### config.mk
export PLATFORM = sky130hd
export DESIGN_NAME = riscv_sim_host_ctrl_flat
export DESIGN_NICKNAME = d
export VERILOG_FILES = /design/src/rtl/riscv_sim_host_pkg.sv /design/src/rtl/riscv_sim_host_ctrl_if.sv /design/src/rtl/riscv_sim_rst_seq.sv /design/src/rtl/riscv_sim_host_ctrl.sv /design/src/flat_wrapper.sv
export SDC_FILE = /design/constraint.sdc
export NUM_CORES = 1
export LEC_CHECK = 0
export ABC_AREA = 1
export CAP_MARGIN = 20
export CORE_MARGIN = 2
export CORE_UTILIZATION = 50
export DETAILED_ROUTE_END_ITERATION = 7
export GPL_TIMING_DRIVEN = 0
export PLACE_DENSITY = 0.93
export SYNTH_ARGS = -nofsm -noshare
export SYNTH_HDL_FRONTEND = slang
export SYNTH_SLANG_ARGS = --single-unit
### constraint.sdc
create_clock -name clk -period 4.3 [get_ports clk]
set_input_delay 0.86 -clock clk [delete_from_list [all_inputs] [get_ports clk]]
set_output_delay 0.86 -clock clk [all_outputs]
set_load 0.005 [all_outputs]
### src/rtl/riscv_sim_host_pkg.sv
// Shared encodings for the RISC-V simulation host controller: FSM states and
// the meaning of the core's CSR status word.
package riscv_sim_host_pkg;

    localparam logic [1:0] ST_RST_SEQ = 2'd0;
    localparam logic [1:0] ST_RUN     = 2'd1;
    localparam logic [1:0] ST_DRAIN   = 2'd2;
    localparam logic [1:0] ST_DONE    = 2'd3;

    localparam int unsigned STATUS_RUNNING = 0;
    localparam int unsigned STATUS_PASS    = 1;

endpackage

### src/rtl/riscv_sim_host_ctrl_if.sv
// Bundle between the bench top (master) and the host controller (slave):
// core status/retire inputs, downstream resets, verdict and statistics.
interface riscv_sim_host_ctrl_if #(
    parameter int P_NUM_DOMAINS = 2,
    parameter int P_CNT_W       = 32,
    parameter int P_STATUS_W    = 32
);
    logic [P_CNT_W-1:0]       max_cycles;
    logic [P_STATUS_W-1:0]    status;
    logic                     inst_retire;
    logic [P_NUM_DOMAINS-1:0] domain_reset;
    logic                     running;
    logic                     done;
    logic                     pass;
    logic                     fail;
    logic                     timeout;
    logic [P_STATUS_W-1:0]    fail_code;
    logic [P_CNT_W-1:0]       num_cycles;
    logic [P_CNT_W-1:0]       num_inst;

    modport slave (
        input  max_cycles, status, inst_retire,
        output domain_reset, running, done, pass, fail, timeout,
               fail_code, num_cycles, num_inst
    );

    modport master (
        output max_cycles, status, inst_retire,
        input  domain_reset, running, done, pass, fail, timeout,
               fail_code, num_cycles, num_inst
    );
endinterface

### src/rtl/riscv_sim_rst_seq.sv
// Staged reset release: domain i drops its reset on edge (i+1)*P_RST_STAGE
// after reset deassertion; seq_done flags the cycle before the last release.
module riscv_sim_rst_seq #(
    parameter int P_NUM_DOMAINS = 2,
    parameter int P_RST_STAGE   = 1
) (
    input  logic                     clk,
    input  logic                     reset,
    output logic [P_NUM_DOMAINS-1:0] domain_reset,
    output logic                     seq_done
);
    localparam int TOTAL = P_NUM_DOMAINS * P_RST_STAGE;
    localparam int CW    = $clog2(TOTAL + 1);

    logic [CW-1:0] cnt_q;
    logic [CW-1:0] cnt_nxt;

    assign cnt_nxt  = cnt_q + 1'b1;
    assign seq_done = (cnt_q == CW'(TOTAL - 1));

    // NOTE: sequential state uses non-blocking assignments so every flop
    // samples pre-edge values regardless of statement order.
    always_ff @(posedge clk or negedge reset) begin
        if (!reset) begin
            cnt_q        <= '0;
            domain_reset <= '1;
        end else if (cnt_q != CW'(TOTAL)) begin
            cnt_q <= cnt_nxt;
            for (int i = 0; i < P_NUM_DOMAINS; i++) begin
                if (cnt_nxt == CW'((i + 1) * P_RST_STAGE)) domain_reset[i] <= 1'b0;
            end
        end
    end

endmodule

### src/rtl/riscv_sim_host_ctrl.sv
// Host-side test harness controller: reset sequencing, watchdog and sticky
// verdict. Define RISCV_SIM_HOST_STATS_EN to build the cycle/instruction counters.
module riscv_sim_host_ctrl
    import riscv_sim_host_pkg::*;
#(
    parameter int P_NUM_DOMAINS  = 2,
    parameter int P_RST_STAGE    = 1,
    parameter int P_CNT_W        = 32,
    parameter int P_STATUS_W     = 32,
    parameter int P_DRAIN_CYCLES = 2
) (
    input logic                  clk,
    input logic                  reset,
    riscv_sim_host_ctrl_if.slave host
);
    localparam int DW = (P_DRAIN_CYCLES > 1) ? $clog2(P_DRAIN_CYCLES) : 1;

    logic [1:0]            state_q;
    logic [P_CNT_W-1:0]    wdog_q;
    logic [DW-1:0]         drain_q;
    logic [P_STATUS_W-1:0] fail_code_q;
    logic                  timeout_hit_q;
    logic                  running_q;
    logic                  done_q;
    logic                  pass_q;
    logic                  fail_q;
    logic                  timeout_q;
    logic                  seq_done;

    riscv_sim_rst_seq #(
        .P_NUM_DOMAINS(P_NUM_DOMAINS),
        .P_RST_STAGE  (P_RST_STAGE)
    ) u_rst_seq (
        .clk         (clk),
        .reset       (reset),
        .domain_reset(host.domain_reset),
        .seq_done    (seq_done)
    );

    always_ff @(posedge clk or negedge reset) begin
        if (!reset) begin
            state_q       <= ST_RST_SEQ;
            wdog_q        <= '0;
            drain_q       <= '0;
            fail_code_q   <= '0;
            timeout_hit_q <= 1'b0;
            running_q     <= 1'b0;
            done_q        <= 1'b0;
            pass_q        <= 1'b0;
            fail_q        <= 1'b0;
            timeout_q     <= 1'b0;
        end else begin
            case (state_q)
                ST_RST_SEQ: begin
                    if (seq_done) begin
                        state_q   <= ST_RUN;
                        running_q <= 1'b1;
                    end
                end
                ST_RUN: begin
                    if (~&wdog_q) wdog_q <= wdog_q + 1'b1;
                    // A non-zero status on the expiry edge takes priority over the watchdog.
                    if (host.status != P_STATUS_W'(STATUS_RUNNING)) begin
                        fail_code_q <= host.status;
                        state_q     <= ST_DRAIN;
                        running_q   <= 1'b0;
                    end else if (host.max_cycles != '0 && wdog_q == host.max_cycles) begin
                        timeout_hit_q <= 1'b1;
                        state_q       <= ST_DRAIN;
                        running_q     <= 1'b0;
                    end
                end
                ST_DRAIN: begin
                    if (drain_q == DW'(P_DRAIN_CYCLES - 1)) begin
                        state_q   <= ST_DONE;
                        done_q    <= 1'b1;
                        pass_q    <= (fail_code_q == P_STATUS_W'(STATUS_PASS));
                        fail_q    <= (fail_code_q >  P_STATUS_W'(STATUS_PASS));
                        timeout_q <= timeout_hit_q;
                    end else begin
                        drain_q <= drain_q + 1'b1;
                    end
                end
                default: ;
            endcase
        end
    end

    assign host.running   = running_q;
    assign host.done      = done_q;
    assign host.pass      = pass_q;
    assign host.fail      = fail_q;
    assign host.timeout   = timeout_q;
    assign host.fail_code = fail_code_q;

`ifdef RISCV_SIM_HOST_STATS_EN
    logic [P_CNT_W-1:0] cycles_q;
    logic [P_CNT_W-1:0] inst_q;

    always_ff @(posedge clk or negedge reset) begin
        if (!reset) begin
            cycles_q <= '0;
            inst_q   <= '0;
        end else if (state_q == ST_RUN) begin
            if (~&cycles_q) cycles_q <= cycles_q + 1'b1;
            if (host.inst_retire && ~&inst_q) inst_q <= inst_q + 1'b1;
        end
    end

    assign host.num_cycles = cycles_q;
    assign host.num_inst   = inst_q;
`else
    logic unused_inst_retire;
    assign unused_inst_retire = host.inst_retire;
    assign host.num_cycles    = '0;
    assign host.num_inst      = '0;
`endif

endmodule

### src/flat_wrapper.sv
// flat-port wrapper written by rule: the top's interface ports become plain ports
module riscv_sim_host_ctrl_flat import riscv_sim_host_pkg::*;
#(
    parameter int P_NUM_DOMAINS  = 2,
    parameter int P_RST_STAGE    = 1,
    parameter int P_CNT_W        = 32,
    parameter int P_STATUS_W     = 32,
    parameter int P_DRAIN_CYCLES = 2
)
  (clk, reset, host_max_cycles, host_status, host_inst_retire, host_domain_reset, host_running, host_done, host_pass, host_fail, host_timeout, host_fail_code, host_num_cycles, host_num_inst);
  riscv_sim_host_ctrl_if #(.P_NUM_DOMAINS(P_NUM_DOMAINS), .P_CNT_W(P_CNT_W), .P_STATUS_W(P_STATUS_W)) host_i ();
  input logic clk;
  input logic reset;
  input wire logic [$bits(host_i.max_cycles)-1:0] host_max_cycles;
  input wire logic [$bits(host_i.status)-1:0] host_status;
  input wire logic [$bits(host_i.inst_retire)-1:0] host_inst_retire;
  output wire logic [$bits(host_i.domain_reset)-1:0] host_domain_reset;
  output wire logic [$bits(host_i.running)-1:0] host_running;
  output wire logic [$bits(host_i.done)-1:0] host_done;
  output wire logic [$bits(host_i.pass)-1:0] host_pass;
  output wire logic [$bits(host_i.fail)-1:0] host_fail;
  output wire logic [$bits(host_i.timeout)-1:0] host_timeout;
  output wire logic [$bits(host_i.fail_code)-1:0] host_fail_code;
  output wire logic [$bits(host_i.num_cycles)-1:0] host_num_cycles;
  output wire logic [$bits(host_i.num_inst)-1:0] host_num_inst;
  assign host_i.max_cycles = host_max_cycles;
  assign host_i.status = host_status;
  assign host_i.inst_retire = host_inst_retire;
  assign host_domain_reset = host_i.domain_reset;
  assign host_running = host_i.running;
  assign host_done = host_i.done;
  assign host_pass = host_i.pass;
  assign host_fail = host_i.fail;
  assign host_timeout = host_i.timeout;
  assign host_fail_code = host_i.fail_code;
  assign host_num_cycles = host_i.num_cycles;
  assign host_num_inst = host_i.num_inst;
  riscv_sim_host_ctrl #(.P_NUM_DOMAINS(P_NUM_DOMAINS), .P_RST_STAGE(P_RST_STAGE), .P_CNT_W(P_CNT_W), .P_STATUS_W(P_STATUS_W), .P_DRAIN_CYCLES(P_DRAIN_CYCLES)) u_core (.clk(clk), .reset(reset), .host(host_i));
endmodule
==> impl_results.md, run 1 <==
* Layout cells sized above 1 at 12.8%
* Critical path required time at 4.50 ns
* Max Freq at 0.390 GHz
* DR DRC count at 0
* CP Launch Type: input port
* Reg2reg start: u_core.wdog_q[0]$_DFFE_PN0P_
* PwrDens at 288 mW/mm2
* Reg2reg path depth at 7
* Total GRT Usage at 24.4%
* Synthesis-to-layout area growth at 33.1%
* Clk root buf: clkbuf_8
* Fin crit period at 2.57 ns
* DP HPWL at 10,400 um
* Register area share after synthesis at 38.5%
* Warning count from the yosys run at 0
* Crit path largest cell delay at 0.43 ns
* CTS clk-pin slew, worst paths at 0.08 ns
* Slew Viols, Final at 0
* Hold buffers post-CTS at 0
* Min-delay worst type: input port to asynchronous set/reset pin
* Routed len/inst at 13.1 um
* Antenna diodes at 0
* Fill count at 783
* CP max FO at 10
* Die height at 104 um
* Clock buffer depth at 2
* Core Region at 0.00973 mm2
* Ports at 170
* Outcome: finished, final reports clean
* Worst-margin pin slew at 0.580 ns
* Placer congestion estimate at 0.960
* DRT Pass-1 Iters at 5
* Vias in the first global route at 4,535
* RSZ-0062 raised after global routing: no
* Final core occ at 68.5%
* Initial Utilization at 51.5%
* First-iteration detailed-routing DRC count at 342
* Synth Instances at 677
* H-tree Lvls at 3
* Initial antenna violation count at 0
* Setup CP Type: input port to flip-flop
* Post-Syn Area per Cell at 7.39 um2
* Cell Area, Placed at 0.00647 mm2
* Routing usage on met1 at 30.8%
* Final-stage net count at 931
* Synthesis-stage register bit count at 77
* Synthesized area at 0.00501 mm2
* Worst-skew pair later-pin latency at 0.35 ns
* Largest net degree at the start of global routing at 50
* Setup Fix Bufs, Post-CTS at 0
* Max-cap violations at 0
* Peak supply drop at 0.000138 V
* Synth unique cells at 32
* Leak Pwr at 3.23 nW
* Design Area, Final at 0.00666 mm2
* GRT Max-Usage Layer: met2
* Final Setup Violations at 0
* Total CTS buffers at 9
* Clock Skew at 0.0150 ns
* CP Cell Sequence: clkdlybuf4s50_1 > nor4_1 > nand3_1 > o21ai_2 > clkbuf_1 > o21ai_0
* Die width at 104 um
* Via density at 4.74
* Met2 Usage GRT at 40.9%
* Vias at 4,711
* Crit-path slowest cell: clkdlybuf4s50_1
* CP Data Arrival Time at 2.77 ns
* CP Capture Type: flip-flop
* Share of the clock period used by the worst path at 59.7%
* First-pass GRT wire length at 21,300 um
* Sink Count at 77
* Reg2reg setup slack at 2.28 ns
* Grt met3 use at 4.82%
* GRT overflow at 0
* Critical R2R Capture: u_core.wdog_q[28]$_DFFE_PN0P_
* Final wirelength at 13,000 um
* Max_slew headroom at 61.0%
* # resized after CTS at 0
* PortBufs at 104
* Core Rows at 36
* Routed Antenna Nets at 0
* TritonCTS clock tree: yes
* Hold Violations, Final at 0
* Die area at 0.0108 mm2
## registers in the layout, indices dropped and copies added, names as in the netlist, 2 cells and up
signal,flops
u_core.host.fail_code,32
u_core.state_q,2
u_core.u_rst_seq.domain_reset,2
u_core.u_rst_seq.cnt_q,2
u_core.wdog_q,32
## cells by family (layout without fill, tap and decap cells)
| kind of cell | after synthesis | after routing | synth area share [%] |
|---|---|---|---|
| AOI/OAI and AO/OA | 50 | 50 | 5.15 |
| and+or+nand+nor | 324 | 324 | 27.9 |
| adders and majority gates | 8 | 8 | 2.00 |
| DFF | 77 | 77 | 38.5 |
| buffers and inverters | 169 | 289 | 17.9 |
| xor gates and xnor gates | 48 | 48 | 8.40 |
| other | 1 | 64 | 0.0749 |
## final cells by class
class / instances / area (um2) / area share [%]
clock buffers: 9 / 124 / 1.86
repair buffers: 105 / 1070 / 16.0
well taps: 133 / 166 / 2.50
multi-input cells: 494 / 2420 / 36.3
plain buffers: 74 / 539 / 8.09
flip-flops and latches: 77 / 1930 / 29.0
clock inverters: 6 / 65.1 / 0.976
inverters: 95 / 357 / 5.35
## critical path: cells and delay by family
| family | cells | cell delay [ns] |
|---|---|---|
| buf+inv | 2 | 0.82 |
| compound gates | 2 | 0.52 |
| simple gates | 2 | 0.58 |
## metal layers
layer / vias up / wire, um
met3: 33 / 914
met1: 2150 / 5400
met2: 200 / 6310
met5: - / 0
met4: 0 / 358
li1: 2328 / -
## layout by cell type (no fill, tap or decap)
| cell type | Yosys | final |
|---|---|---|
| nand4_2 | 1 | 1 |
| inv_2 | 4 | 4 |
| clkinvlp_4 | 0 | 1 |
| clkbuf_8 | 0 | 9 |
| a21oi_2 | 1 | 1 |
| nor4_1 | 4 | 4 |
| nor3_1 | 14 | 14 |
| nand3_2 | 1 | 1 |
| nor2_4 | 1 | 1 |
| xnor2_1 | 24 | 24 |
| buf_16 | 0 | 1 |
| buf_2 | 5 | 5 |
| nand2_1 | 169 | 169 |
| dfstp_2 | 2 | 2 |
| conb_1 | 1 | 64 |
| o21ai_2 | 1 | 1 |
| dfrtp_1 | 75 | 75 |
| buf_4 | 64 | 65 |
| buf_6 | 2 | 2 |
| clkinv_2 | 0 | 2 |
| inv_1 | 91 | 91 |
| nand3b_1 | 1 | 1 |
| o21ai_0 | 37 | 37 |
| clkbuf_1 | 3 | 3 |
| clkdlybuf4s50_1 | 0 | 103 |
| bufinv_16 | 0 | 1 |
| or2_2 | 2 | 2 |
| a21oi_1 | 4 | 4 |
| clkinv_4 | 0 | 2 |
| and2_1 | 1 | 1 |
| ha_1 | 8 | 8 |
| nand3_1 | 22 | 22 |
| o21ai_1 | 7 | 7 |
| xor2_1 | 24 | 24 |
| nand4_1 | 21 | 21 |
| nor2_2 | 2 | 2 |
| nand2_2 | 2 | 2 |
| nor2_1 | 78 | 78 |
| nor3_2 | 5 | 5 |
## per-stage QoR
stage / cells / hold WS [ns] / setup TNS [ns] / setup WS, ns / power, W
3_5_place_dp: 978 / 0.428 / 0 / 1.42 / 0.00139
3_3_place_gp: 977 / 0.427 / -22.55 / -0.307 / 0.00137
6_report: 993 / 0.430 / 0 / 1.73 / 0.00192
2_1_floorplan: 740 / 0.419 / 0 / 2.33 / 0.00108
5_1_grt: 993 / 0.455 / 0 / 1.58 / 0.00202
4_1_cts: 993 / 0.434 / 0 / 1.78 / 0.00192
## cells in the mapped netlist, drive strengths merged
cell / instances / share of area [%]
nand3: 23 / 2.4
nand4: 22 / 2.9
nor4: 4 / 0.50
nor2: 81 / 6.3
xnor2: 24 / 4.2
xor2: 24 / 4.2
nand3b: 1 / 0.15
dfstp: 2 / 1.0
or2: 2 / 0.25
conb: 1 / 0.075
nor3: 19 / 2.4
inv: 95 / 7.1
a21oi: 5 / 0.57
buf: 71 / 11
o21ai: 45 / 4.6
and2: 1 / 0.13
nand2: 171 / 13
ha: 8 / 2.0
clkbuf: 3 / 0.22
dfrtp: 75 / 37
## worst max-delay path by stage
stage	from	end	slack, ns	cells after the start
after detailed placement	host_status[5]	u_core.host.fail_code[29]$_DFFE_PN0P_	1.42	6
after global routing	host_status[5]	u_core.host.fail_code[20]$_DFFE_PN0P_	1.58	6
after floorplan	host_status[1]	u_core.host.fail_code[23]$_DFFE_PN0P_	2.33	5
final	host_status[5]	u_core.host.fail_code[29]$_DFFE_PN0P_	1.73	6
after global placement	reset	u_core.host.fail_code[10]$_DFFE_PN0P_	-0.31	1
after CTS	host_status[5]	u_core.host.fail_code[29]$_DFFE_PN0P_	1.78	6
## where the power goes
part           internal [W]  leakage (nW)  total [W]  switching (W)
sequential         0.000814         0.947   0.000896      0.0000818
combinational      0.000297          2.19   0.000487       0.000191
clock              0.000265        0.0950   0.000537       0.000272
No activity file was read; power rests on OpenSTA's default activity.
==> run 2, diff against run 1 <==
--- a/config.mk
+++ b/config.mk
@@ -8,10 +8,10 @@
 export ABC_AREA = 1
 export CAP_MARGIN = 20
 export CORE_MARGIN = 2
-export CORE_UTILIZATION = 50
+export CORE_UTILIZATION = 42
 export DETAILED_ROUTE_END_ITERATION = 7
 export GPL_TIMING_DRIVEN = 0
-export PLACE_DENSITY = 0.93
+export PLACE_DENSITY = 0.84
 export SYNTH_ARGS = -nofsm -noshare
 export SYNTH_HDL_FRONTEND = slang
 export SYNTH_SLANG_ARGS = --single-unit
==> constraint.sdc (replaced) <==
create_clock -name clk -period 2.2 [get_ports clk]
set_input_delay 0.44 -clock clk [delete_from_list [all_inputs] [get_ports clk]]
set_output_delay 0.44 -clock clk [all_outputs]
set_load 0.005 [all_outputs]
==> impl_results.md, run 2 (same netlist as run 1, synthesis figures left out) <==
* Outcome: finished with violations
* Failing checks: design-rule violations
* Crit-path slowest cell: dfrtp_1
* PwrDens at 621 mW/mm2 (+120%)
* H-tree Lvls at 3 (unchanged)
* Max Freq at 0.482 GHz
* Peak supply drop at 0.000372 V (+170%)
* DR DRC count at 10 (+10)
* Largest net degree at the start of global routing at 48 (-4.0%)
* Total CTS buffers at 9 (unchanged)
* Post-route setup slack at 0.124 ns (-1.61 ns)
* Die height at 113 um (+8.8%)
* Fill count at 1,051 (+34%)
* Worst-margin pin slew at 0.529 ns (-0.0508 ns)
* Die width at 113 um (+8.8%)
* Fin crit period at 2.08 ns
* Leak Pwr at 3.29 nW (+1.8%)
* Final core occ at 59.0% (-9.5 points)
* Max-cap violations at 0 (unchanged)
* CP Cell Sequence: ha_1 > nand4_2 > nor2_4 > a21oi_2 > buf_2 > nand2_1 > o21ai_1
* PortBufs at 104 (unchanged)
* Min-delay worst type: input port to asynchronous set/reset pin
* CP Launch Type: flip-flop
* Crit path largest cell delay at 0.46 ns (+0.03 ns)
* First-pass GRT wire length at 21,000 um (-1.7%)
* Initial Utilization at 43.5% (-8.0 points)
* Design Area, Final at 0.00679 mm2 (+1.9%)
* Final wirelength at 13,500 um (+3.6%)
* CP Capture Type: flip-flop
* Core Rows at 39 (+8.3%)
* First-iteration detailed-routing DRC count at 361 (+5.6%)
* Die area at 0.0128 mm2 (+18%)
* CP max FO at 10 (unchanged)
* Final-stage net count at 931 (unchanged)
* Routed Antenna Nets at 0 (unchanged)
* Clock Skew at 0.00567 ns (-0.00936 ns)
* Total GRT Usage at 20.6% (-3.8 points)
* RSZ-0062 raised after global routing: yes
* Vias at 4,713 (+0.042%)
* Clock buffer depth at 2 (unchanged)
* Vias in the first global route at 4,409 (-2.8%)
* Ports at 170 (unchanged)
* DP HPWL at 10,500 um (+1.0%)
* CP Data Arrival Time at 2.34 ns (-0.43 ns)
* Initial antenna violation count at 0 (unchanged)
* Share of the clock period used by the worst path at 94.4%
* DRT Pass-1 Iters at 8 (+3)
* Routed len/inst at 13.4 um (+2.4%)
* Most frequent cells in the layout: nand2_1, clkdlybuf4s50_1, inv_1, nor2_1, dfrtp_1
* Sink Count at 77 (unchanged)
* Placer congestion estimate at 0.947 (-1.4%)
* Layout cells sized above 1 at 13.1% (+0.33 points)
* Via density at 4.69 (-1.1%)
* Cell Area, Placed at 0.00649 mm2 (+0.19%)
* Setup CP Type: flip-flop to flip-flop
* Final cell count without fillers at 1,004 (+1.1%)
* Critical path required time at 2.46 ns (-2.04 ns)
* Commonest non-fill, non-tap cell in the layout: nand2_1
* Place WS at -0.270 ns (-1.69 ns)
* Slew Viols, Final at 0 (unchanged)
* CTS clk-pin slew, worst paths at 0.06 ns (-0.02 ns)
* Placed Cells at 988 (+1.0%)
* Final Setup Violations at 0 (unchanged)
* Hold buffers post-CTS at 0 (unchanged)
* Hold Violations, Final at 0 (unchanged)
* Core Region at 0.0115 mm2 (+18%)
* Worst-skew pair later-pin latency at 0.34 ns (about the same)
* Final hold slack at 0.0377 ns (-0.392 ns)
* Synthesis-to-layout area growth at 35.6%
* GRT overflow at 0 (unchanged)
* Max_slew headroom at 64.4% (+3.4 points)
* Antenna diodes at 0 (unchanged)
* TritonCTS clock tree: yes
* Clk root buf: clkbuf_16
run 2: cell types whose count changed in the layout (fill, tap and decap cells not counted):
cell and change:
inv_6 +1, clkbuf_8 -9, clkinv_4 +1, clkinvlp_4 -1
clkbuf_16 +9, clkbuf_2 +2, clkbuf_1 -2
run 2: layout make-up:
class | count | area (um2) | share of cell area, %
Buffer | 74 | 542 | 7.98
Clock buffer | 9 | 225 | 3.32
Clock inverter | 7 | 75.1 | 1.11
Inverter | 95 | 357 | 5.25
Multi-Input combinational cell | 494 | 2420 | 35.6
Sequential cell | 77 | 1930 | 28.4
Tap cell | 143 | 179 | 2.63
Timing Repair Buffer | 105 | 1070 | 15.7
run 2: per-layer routing:
layer	GRT usage (%)	vias up	share of wire, %	routed length (um)
met5	0	-	0	0
met4	9.02	0	3.4	455
met3	3.64	35	5.9	787
met2	33.3	200	48	6410
met1	27.3	2135	43	5800
li1	-	2343	-	-
run 2: path summary, 6_finish.rpt:
path / from / endpoint / slack (ns) / depth (start not counted)
min in group clk: u_core.u_rst_seq.domain_reset[0]$_DFFE_PN1P_ / u_core.u_rst_seq.domain_reset[0]$_DFFE_PN1P_ / 0.44 / 2
worst min-delay path: reset / u_core.wdog_q[7]$_DFFE_PN0P_ / 0.04 / 1
max in group asynchronous: reset / u_core.wdog_q[29]$_DFFE_PN0P_ / 1.59 / 2
worst max-delay path: u_core.wdog_q[0]$_DFFE_PN0P_ / u_core.wdog_q[8]$_DFFE_PN0P_ / 0.12 / 7
worst max register to register: u_core.wdog_q[0]$_DFFE_PN0P_ / u_core.wdog_q[8]$_DFFE_PN0P_ / 0.12 / 7
worst min register to register: u_core.u_rst_seq.domain_reset[0]$_DFFE_PN1P_ / u_core.u_rst_seq.domain_reset[0]$_DFFE_PN1P_ / 0.44 / 2
run 2: critical path, delay by kind of cell (launching register included):
kind                       cells  cell delay, ns
AOI/OAI and AO/OA              2            0.50
DFF                            1            0.46
buffers and inverters          1            0.37
adders and majority gates      1            0.33
and+or+nand+nor                3            0.33
run 2: power breakdown:
part,switching (W),internal [W]
Sequential,0.000159,0.00159
Combinational,0.000374,0.000580
Clock,0.000624,0.000885
run 2: timing repair:
item | CTS | global route
setup buffers | 0 | 0
setup endpoints to repair | 0 | 14
gates resized for setup | 0 | 4
endpoints found under the hold margin | 0 | 0
run 2: per-stage QoR:
stage	total power (W)	setup TNS [ns]
after floorplan	0.00211	0
after global placement	0.00269	-159.80
after detailed placement	0.00271	-6.98
after CTS	0.00422	0
after global routing	0.00439	-0.00791
final	0.00421	0
